**src/rtl/tdm_demux.sv**
```systemverilog
//------------------------------------------------------------------------------
// tdm_demux : N-channel TDM receiver; publishes complete frames atomically.
// Optional TDM_STRICT_SOF_EN flags a missing sof at channel 0. Rev 1.0
//------------------------------------------------------------------------------
`default_nettype none

module tdm_demux #(
  parameter int N = 4,
  parameter int M = 2,
  parameter int W = 8
) (
  input  logic             clk,
  input  logic             rst_n,
  input  logic [W-1:0]     din,
  input  logic             din_valid,
  input  logic             sof,
  output logic [N*W-1:0]   dout,
  output logic             frame_valid,
  output logic [M-1:0]     sel_o,
  output logic             sync_err
);

  localparam logic [0:0]   HUNT = 1'b0;
  localparam logic [0:0]   RUN  = 1'b1;
  localparam logic [M-1:0] LAST = M'(N - 1);
  localparam logic [M-1:0] ONE  = M'(1);

  logic [0:0]            state;
  logic [M-1:0]          idx;
  logic [N-1:0][W-1:0]   staging;

  assign sel_o = idx;

  always_ff @(posedge clk or negedge rst_n) begin
    if (!rst_n) begin
      state       <= HUNT;
      idx         <= '0;
      staging     <= '0;
      dout        <= '0;
      frame_valid <= 1'b0;
      sync_err    <= 1'b0;
    end else begin
      frame_valid <= 1'b0;
      sync_err    <= 1'b0;
      if (din_valid) begin
        if (state == HUNT) begin
          if (sof) begin
            staging[0] <= din;
            idx        <= ONE;
            state      <= RUN;
          end
        end else if (sof) begin
          // Early sof throws away the partial frame and restarts at channel 0
          staging[0] <= din;
          idx        <= ONE;
          if (idx != '0) sync_err <= 1'b1;
        end else if (idx == '0) begin
`ifdef TDM_STRICT_SOF_EN
          sync_err <= 1'b1;
          state    <= HUNT;
`else
          staging[0] <= din;
          idx        <= ONE;
`endif
        end else if (idx == LAST) begin
          staging[idx] <= din;
          dout         <= {din, staging[N-2:0]};
          frame_valid  <= 1'b1;
          idx          <= '0;
        end else begin
          staging[idx] <= din;
          idx          <= idx + ONE;
        end
      end
    end
  end

endmodule

`default_nettype wire

```
**config.mk**
```make
export PLATFORM = sky130hd
export DESIGN_NAME = tdm_demux
export DESIGN_NICKNAME = d
export VERILOG_FILES = /design/src/rtl/tdm_demux.sv
export SDC_FILE = /design/constraint.sdc
export NUM_CORES = 1
export LEC_CHECK = 0
export BUFFER_PORTS_ARGS = -buffer_cell sky130_fd_sc_hd__buf_2
export CAP_MARGIN = 20
export CORE_UTILIZATION = 55
export DETAILED_ROUTE_END_ITERATION = 10
export GPL_ROUTABILITY_DRIVEN = 0
export PLACE_DENSITY = 0.77
export SLEW_MARGIN = 0
export SYNTH_ARGS = -nofsm -noshare
export SYNTH_HDL_FRONTEND = slang
export SYNTH_SLANG_ARGS = --single-unit
export TNS_END_PERCENT = 5
```
**constraint.sdc**
```tcl
create_clock -name clk -period 3.4 [get_ports clk]
set_input_delay 0.68 -clock clk [delete_from_list [all_inputs] [get_ports clk]]
set_output_delay 0.68 -clock clk [all_outputs]
set_load 0.01 [all_outputs]
```
======== Yosys cells after proc, flatten, opt, wreduce, memory -nomap -nowiden ========
Cells that the tools add are included.
storage, ports and cells
  bits of input ports ..................... 12
  output and inout port bits .............. 36
  register bits ........................... 69
  word-level logic and storage cells ...... 45
cells by class
  $add $sub $neg .......................... 1
  bitwise operators ....................... 2
  $lt $le $gt $ge ......................... 2
  equal/unequal tests ..................... 1
  reduce and logical (&&, ||, !) cells .... 7
  multiplexer cells ....................... 23
operator list
  kind                                                               count
  two-way mux 8 bit                                                  5
  bitwise mux 32 bit                                                 1
  demux 8 bit (select 2 bit)                                         1
  two-way mux 1 bit                                                  11
  two-way mux 2 bit                                                  5
  AND reduction 5 bit                                                1
  AND reduction 4 bit                                                1
  nonzero test 2 bit                                                 2
  < comparator 2 x 3 -> 1 bit, second input constant                 1
  adder 2 x 1 -> 2 bit, second input constant                        1
  equality test 2 bit, second input constant                         1
  greater-or-equal comparator 2 x 1 -> 1 bit, second input constant  1
  zero test 2 bit                                                    1
  inverter 1 bit                                                     2
  AND reduction 2 bit                                                1
  logical AND 1 bit                                                  1

======== Depth between registers and ports, before layout ========
Gate-level depths: netlist of run 1.
  depth in word-level cells ............... 8
  depth in mapped cells ................... 7
  mapped depth without buffers ............ 5

======== Worst setup path before layout of run 1 ========
OpenSTA, ideal clock, no wires.
  kind .................................... register to register
  start point ............................. reg idx[0], in the netlist sel_o[0]
  end point ............................... reg dout[0]
  buffers on the path ..................... 2
  cell stages (with the launch flop) ...... 8
  setup slack ............................. 1.515 ns
  library setup time ...................... 0.125 ns
  period minus slack after synthesis ...... 1.885 ns
  arrival ................................. 1.760 ns
  data required time ...................... 3.275 ns
  cells stage by stage .................... dfrtp_1 -> inv_1 -> ha_1 -> and2b_4 -> and3_4 -> buf_12 -> buf_12 -> mux2_4
on the way
  word-level cells in the longest chain between the ends .. 3
  elaborated cells on any way between the ends .. 4
  those cells by class .................... eq/ne: 1; bitwise: 1; reduce/logical: 2
ends and longest elaborated chain
  item                             RTL line  text
  from (decl)                      29        logic [M-1:0] idx;
  from (signal assigned)           72        idx <= idx + ONE;
  zero test 2 bit                  57        end else if (idx == '0) begin
  inverter 1 bit (no line)         -
  AND reduction 5 bit (no line) *  -
  to (signal assigned)             67        dout <= {din, staging[N-2:0]};
  to (decl)                        17        output logic [N*W-1:0] dout,
Mark *: on every way between the ends. The rest lies on a longest branch, timed or not.
A chain may end at the register's enable or synchronous reset.

======== Final worst setup path of run 1 ========
  start point ............................. reg idx[0], in the netlist sel_o[0]
  end point ............................... reg dout[29]
Same word-level chain as after synthesis.

==> flow_summary.yaml, run 1 <==
drt:
  drt_pass1_iterations: 7
  drt.antenna.violating_nets: 0
  detailroute.via_count: 1473
  routed_wl_um: 4530
  route.detailed.wl_per_inst_um: 17.09
  drt_drc_violations_left: 5
  detailedRoute.firstIterationViolations: 48
  routed_via_density: 5.558
global_route:
  maximum_number_of_pins_on_one_net_before_global_route_repair: 39
  number_of_antenna_violations_at_the_first_check_in_global_routing: 0
  globalRouteTotalUtil: 0.2013
  grt_overflow: 0
  via_count_of_the_first_global_routing_pass: 1487
  grt_first_pass_wirelength_um: 7389
floorplan:
  die-width_um: 71.04
  start_util: 0.5859
  ioPinCount: 48
  fp.dieH_um: 71.04
  rows: 24
  design.core.area_um2: 4474
  die_area_um2: 5046
cells_and_area:
  fin_area_um2: 3015
  diodes: 0
  final.fill_count: 319
  layout.nets: 227
  drive_above_1_share: 0.5915
  flow.area_growth_from_synthesis_pct: 15.04
  area_of_the_multi_input_gates_um2: 992.2
  register_area_um2: 1526
timing:
  setup_tns_final_ps: 0
  fin_worst_skew_ps: 6.303
  postLayoutSetupSlackWorst_ps: 1189
  total_of_endpoints_with_negative_setup_slack_in_the_final_report: 0
  final_number_of_hold_violating_endpoints: 0
  relSlewSlack: 0.5975
  fmax_mhz: 452.3
  max_slew.worst_pin.slew_ps: 603.7
  unrepaired_setup_endpoints_after_global_routing: "false"
  period_minus_slack_ps: 2211
  finalCritPeriodShare: 0.6503
  drv_slew: 0
logic_synthesis:
  syn-num-nets: 175
  synth_area_per_cell_um2: 16.70
  postSynthRegisterBits: 61
  yosys.cell_types.count: 22
  syn-cell-area_um2: 2621
  postSynthCellCount: 157
  yosys_warnings: 0
  synth_sequential_area_ratio: 0.5823
placed_design:
  detailed_place_hpwl_um: 3107
  place_worst_setup_slack_ps: 1129
  placed_area_um2: 2838
  count_of_input_and_output_buffers: 47
pwr:
  max-vdd-ir-drop_mv: 0.3762
  power_per_cell_area_nw_per_um2: 841.5
  finalPower_mw: 2.537
  static-leakage-power_nw: 1.536
worst_setup_path:
  timing.setup.critical_path_class: "reg -> reg"
  critical_path.max_fanout: 32
  critical_path.endpoint_type: "register"
  critical_path_arrival_ps: 2420
  startpoint_type: "register"
  worst_ep_required_time_ps: 3610
clocking:
  insertion_delay_ps: 330
  total_clock_buffers_created_by_cts: 9
  cts.hold.buffers_added: 0
  postCtsResizedCells: 0
  clock_sink_count: 61
  post_cts.repair.setup_buffers: 0
  level_count_of_the_clock_h_tree: 3
  cts_buffer_depth: 2
  tritoncts: "done"
  clock-root-buffer: "clkbuf_8"
  clkTransAtPathRegs_ps: 60
worst_hold_path:
  holdCritPathClass: "in -> async"
run:
  maxcap_viol_count: 0
run_status:
  outcome: "finished with violations"
  failed_checks: "design-rule violations"
## critical path, cell delays in order (launching register included)
cell     delay [ps]
dfrtp_1         430
inv_1           130
ha_1            230
and2b_4         280
and3_4          580
mux2_2          400
## cell type report
cell class              count  area share
multi-input cells          86      0.3290
inverters                   3    0.003734
flip-flops and latches     61      0.5062
repair buffers             48     0.08050
well taps                  52     0.02158
clock inverters             1    0.001660
clock buffers              14     0.05726
## cells by family (layout without fill, tap and decap cells)
kind of cell | Yosys count | after routing | synth area share
flops | 61 | 61 | 0.5823
mux | 48 | 48 | 0.2492
simple gates | 18 | 18 | 0.05202
compound gates | 14 | 14 | 0.04869
buf+inv | 10 | 66 | 0.03914
fa+ha+maj | 6 | 6 | 0.02864
## Yosys cell counts, drive strengths merged
master,count,area share
a21bo,8,0.031
a21o,2,0.0067
a31oi,1,0.0024
a32o,1,0.0038
and2b,1,0.0038
and3,3,0.010
buf,4,0.031
clkbuf,3,0.0043
dfrtp,61,0.58
ha,6,0.029
inv,3,0.0043
mux2,48,0.25
nand2,1,0.0014
nand3,2,0.0076
nand4,8,0.019
nor2,1,0.0014
nor2b,1,0.0052
o21ai,1,0.0019
o22a,1,0.0033
or3b,1,0.0033
## path summary, 6_finish.rpt
kind	start	slack, ps	to	cells past startpoint
worst max-delay path	sel_o[0]$_DFFE_PN0P_	1190	dout[29]$_DFFE_PN0P_	5
worst min-delay path	rst_n	320	dout[16]$_DFFE_PN0P_	1
worst max register to register	sel_o[0]$_DFFE_PN0P_	1190	dout[29]$_DFFE_PN0P_	5
worst min register to register	staging[7]$_DFFE_PN0P_	490	staging[7]$_DFFE_PN0P_	1
max in group asynchronous	rst_n	2220	staging[0]$_DFFE_PN0P_	2
min in group clk	staging[7]$_DFFE_PN0P_	490	staging[7]$_DFFE_PN0P_	1
## per-layer routing
metal | part of all wire | GRT usage
met5 | 0 | 0
met4 | 0.030 | 0.1333
met3 | 0.041 | 0.05271
met2 | 0.47 | 0.2991
met1 | 0.45 | 0.2620
## registers in the layout (all words and copies together), names as in the netlist
signal,flops
sync_err,1
dout,32
frame_valid,1
staging,24
sel_o,2
state,1
## layout by cell type, fill, tap and decap left out, drive strengths merged
cell and count:
dfrtp 61, buf 48, mux2 48, clkbuf 14, nand4 8, a21bo 8
ha 6, inv 3, and3 3, nand3 2, a21o 2, and2b 1
nor2b 1, o21ai 1, a32o 1, nand2 1, or3b 1, nor2 1
a31oi 1, o22a 1, clkinv 1
## metrics by stage
step	hold WS, ps	util	cells
floorplan	384.4	-	157
global placement	474.1	0.6342	250
detailed placement	485.7	0.6342	250
CTS	325.8	0.6739	265
global route	354.6	0.6739	265
finish	317.0	0.6739	265
## power breakdown
part	switching (mW)	internal, mW
combinational	0.303	0.466
clock	0.256	0.320
sequential	0.169	1.02
(Power assumes the default switching activity.)
==> inputs of run 2 (changes only) <==
--- a/config.mk
+++ b/config.mk
@@ -5,12 +5,13 @@
 export SDC_FILE = /design/constraint.sdc
 export NUM_CORES = 1
 export LEC_CHECK = 0
+export ABC_AREA = 1
 export BUFFER_PORTS_ARGS = -buffer_cell sky130_fd_sc_hd__buf_2
 export CAP_MARGIN = 20
-export CORE_UTILIZATION = 55
+export CORE_UTILIZATION = 49
 export DETAILED_ROUTE_END_ITERATION = 10
 export GPL_ROUTABILITY_DRIVEN = 0
-export PLACE_DENSITY = 0.77
+export PLACE_DENSITY = 0.73
 export SLEW_MARGIN = 0
 export SYNTH_ARGS = -nofsm -noshare
 export SYNTH_HDL_FRONTEND = slang
==> constraint.sdc (replaced) <==
create_clock -name clk -period 1.9 [get_ports clk]
set_input_delay 0.38 -clock clk [delete_from_list [all_inputs] [get_ports clk]]
set_output_delay 0.38 -clock clk [all_outputs]
set_load 0.01 [all_outputs]
==> flow_summary.yaml, run 2 <==
timing:
  drv_slew: 0
  finalCritPeriodShare: 0.9119
  fin_worst_skew_ps: 3.621
  fmax_mhz: 577.2
  relSlewSlack: 0.6896
  final.hold.worst_slack_ps: 36.74
  final_number_of_hold_violating_endpoints: 0
  setup_tns_final_ps: 0
  period_minus_slack_ps: 1733
  unrepaired_setup_endpoints_after_global_routing: "false"
  total_of_endpoints_with_negative_setup_slack_in_the_final_report: 0
  max_slew.worst_pin.slew_ps: 464.5
clocking:
  cts_buffer_depth: 2
  cts.hold.buffers_added: 0
  insertion_delay_ps: 330
  clock_sink_count: 61
  post_cts.repair.setup_buffers: 0
  total_clock_buffers_created_by_cts: 9
  level_count_of_the_clock_h_tree: 3
  clkTransAtPathRegs_ps: 60
  tritoncts: "done"
  clock-root-buffer: "clkbuf_8"
pwr:
  power_per_cell_area_nw_per_um2: 1394
  static-leakage-power_nw: 1.732
  power_report.internal_total_mw: 2.890
  comb_power_share: 0.261
  swShare: 0.3243
  share_seq_of_total_power: 0.475
  part_of_the_total_power_dissipated_in_the_clock_network: 0.264
  netSwitchingPower_mw: 1.387
  max-vdd-ir-drop_mv: 0.7312
logic_synthesis:
  post-synth-top-count-cell: "nand2_1"
  postSynthCellCount: 278
  combinational_family_with_the_most_area_after_synthesis: "simple AND/OR/NAND/NOR gates"
  dominantRegCellSynth: "dfrtp_1"
  syn-cell-area_um2: 2595
  synth_compound_gate_area_share: 0.001929
  synth.top_cells.by_count: "nand2_1, dfrtp_1, nand3_1"
  synth_sequential_area_ratio: 0.5882
  synth_xor_area_frac: 0
  postSynthRegisterBits: 61
  ys_async_sr_fraction: 1.000
  synth.mux.area_fraction: 0
  yosys_top_cell_area_share: 0.5882
  yosys.cell_types.count: 18
  synth_area_per_cell_um2: 9.334
  yosys.area.top_type: "dfrtp_1"
  yosys_warnings: 0
  synthSimpleGateAreaFrac: 0.3308
  synth_edf_count: 0
  synth.top_cells.by_area: "dfrtp_1, nand2_1, nand3_1"
  synth_fa_ha_area_frac: 0.02893
  syn-num-nets: 296
placed_design:
  placed_area_um2: 2868
  detailed_place_hpwl_um: 3696
  count_of_input_and_output_buffers: 47
cells_and_area:
  area_of_the_multi_input_gates_um2: 947.2
  most_common_cell_after_layout_fill_and_taps_aside: "nand2_1"
  reg_with_most_ffs: "dout"
  register_area_um2: 1526
  fin_area_um2: 3069
  largest_register_ffs: 32
  flow.area_growth_from_synthesis_pct: 18.27
  diodes: 0
  layout.nets: 345
  final.fill_count: 459
  layout.cells.most_common_list: "nand2_1, dfrtp_1, nand3_1, buf_2, nand4_1"
  drive_above_1_share: 0.2205
floorplan:
  design.core.area_um2: 5107
  ioPinCount: 48
  fp.dieH_um: 74.77
  die-width_um: 74.77
  start_util: 0.5081
  die_area_um2: 5591
  rows: 26
drt:
  wl_met3_um: 285
  drt_drc_violations_left: 0
  route.detailed.wl_per_inst_um: 13.73
  detailroute.via_count: 2084
  routed_wl_um: 5506
  top_layer: "met4"
  met1Wirelength_um: 2625
  routed_via_density: 5.197
  detailedRoute.firstIterationViolations: 170
  drt_pass1_iterations: 6
  drt.antenna.violating_nets: 0
  route.met2.wl_um: 2531
worst_setup_path:
  critical_path_cell_sequence: "inv_1 -> ha_1 -> nor2_4 -> nand2_8 -> nand2_1 -> nand2_1"
  worst_ep_required_time_ps: 2120
  crit_top_cell: "nand2_1"
  critical_path_arrival_ps: 1960
  critical_path.endpoint_type: "register"
  crit_path_max_incr_delay_ps: 410
  timing.setup.critical_path_class: "reg -> reg"
  critPathSlowestCell: "dfrtp_1"
  startpoint_type: "register"
  critical_path.max_fanout: 32
  worstPathBufferInverterCount: 1
  worst_path_dominant_cell_family: "simple AND/OR/NAND/NOR gates"
global_route:
  grt_overflow: 0
  number_of_antenna_violations_at_the_first_check_in_global_routing: 0
  grt_first_pass_wirelength_um: 8970
  via_count_of_the_first_global_routing_pass: 1869
  maximum_number_of_pins_on_one_net_before_global_route_repair: 62
  globalRouteTotalUtil: 0.2206
run:
  maxcap_viol_count: 0
run_status:
  outcome: "completed"
worst_hold_path:
  holdCritPathClass: "in -> async"
run 2: cell count changes in the layout (fill, tap and decap cells not counted), sizes merged, moves of 5 or more:
cell / change
buf: +5
mux2: -48
a21bo: -8
nand4: +8
nand3: +51
nand2: +112
run 2: power by group through the flow:
| stage | Clock (mW) | Combinational (mW) | Sequential, mW |
|---|---|---|---|
| global route | 1.18 | 1.29 | 2.10 |
| CTS | 1.14 | 1.13 | 2.03 |
| detailed placement | 0 | 1.12 | 2.05 |
| finish | 1.13 | 1.12 | 2.03 |
| floorplan | 0 | 0.525 | 2.16 |
| global placement | 0 | 1.09 | 2.04 |
run 2: cell families after synthesis:
group / count (synthesis)
AO/OA/AOI/OAI: 1
adder cells (fa/ha/maj): 6
buffers and inverters: 21
flip-flops: 61
AND/OR/NAND/NOR: 189
run 2: through the flow:
step / utilization / setup WS (ps) / power [mW] / std cells
after floorplan: - / 415.2 / 2.684 / 278
after global placement: 0.5615 / 205.8 / 3.130 / 386
after detailed placement: 0.5615 / 137.2 / 3.166 / 386
after CTS: 0.5992 / 117.7 / 4.298 / 401
after global routing: 0.6009 / 17.84 / 4.573 / 401
final: 0.6009 / 167.4 / 4.278 / 401
run 2: repair_timing:
| item | in CTS | in global routing |
|---|---|---|
| setup endpoints to repair | 0 | 29 |
| gates resized for setup | 0 | 1 |
| hold endpoints to repair | 0 | 0 |
run 2: per-layer routing:
metal | global-route usage | up-vias
met5 | 0 | -
li1 | - | 1017
met3 | 0.06961 | 7
met2 | 0.3253 | 62
met4 | 0.06918 | 0
met1 | 0.3122 | 998
run 2: final timing paths:
path | startpoint | slack [ps] | depth (start not counted) | endpoint
max | sel_o[0]$_DFFE_PN0P_ | 170 | 6 | dout[7]$_DFFE_PN0P_
min | rst_n | 40 | 2 | sync_err$_DFF_PN0_
max reg2reg | sel_o[0]$_DFFE_PN0P_ | 170 | 6 | dout[7]$_DFFE_PN0P_
min reg2reg | dout[15]$_DFFE_PN0P_ | 470 | 2 | dout[15]$_DFFE_PN0P_
max in group asynchronous | rst_n | 1590 | 2 | dout[6]$_DFFE_PN0P_
min in group clk | din[4] | 340 | 3 | staging[4]$_DFFE_PN0P_
run 2: cell type report:
type | count | area share
clock buffers | 14 | 0.05300
clock inverters | 1 | 0.009784
inverters | 6 | 0.007338
multi-input cells | 196 | 0.3086
flip-flops and latches | 61 | 0.4973
well taps | 70 | 0.02854
repair buffers | 53 | 0.09539
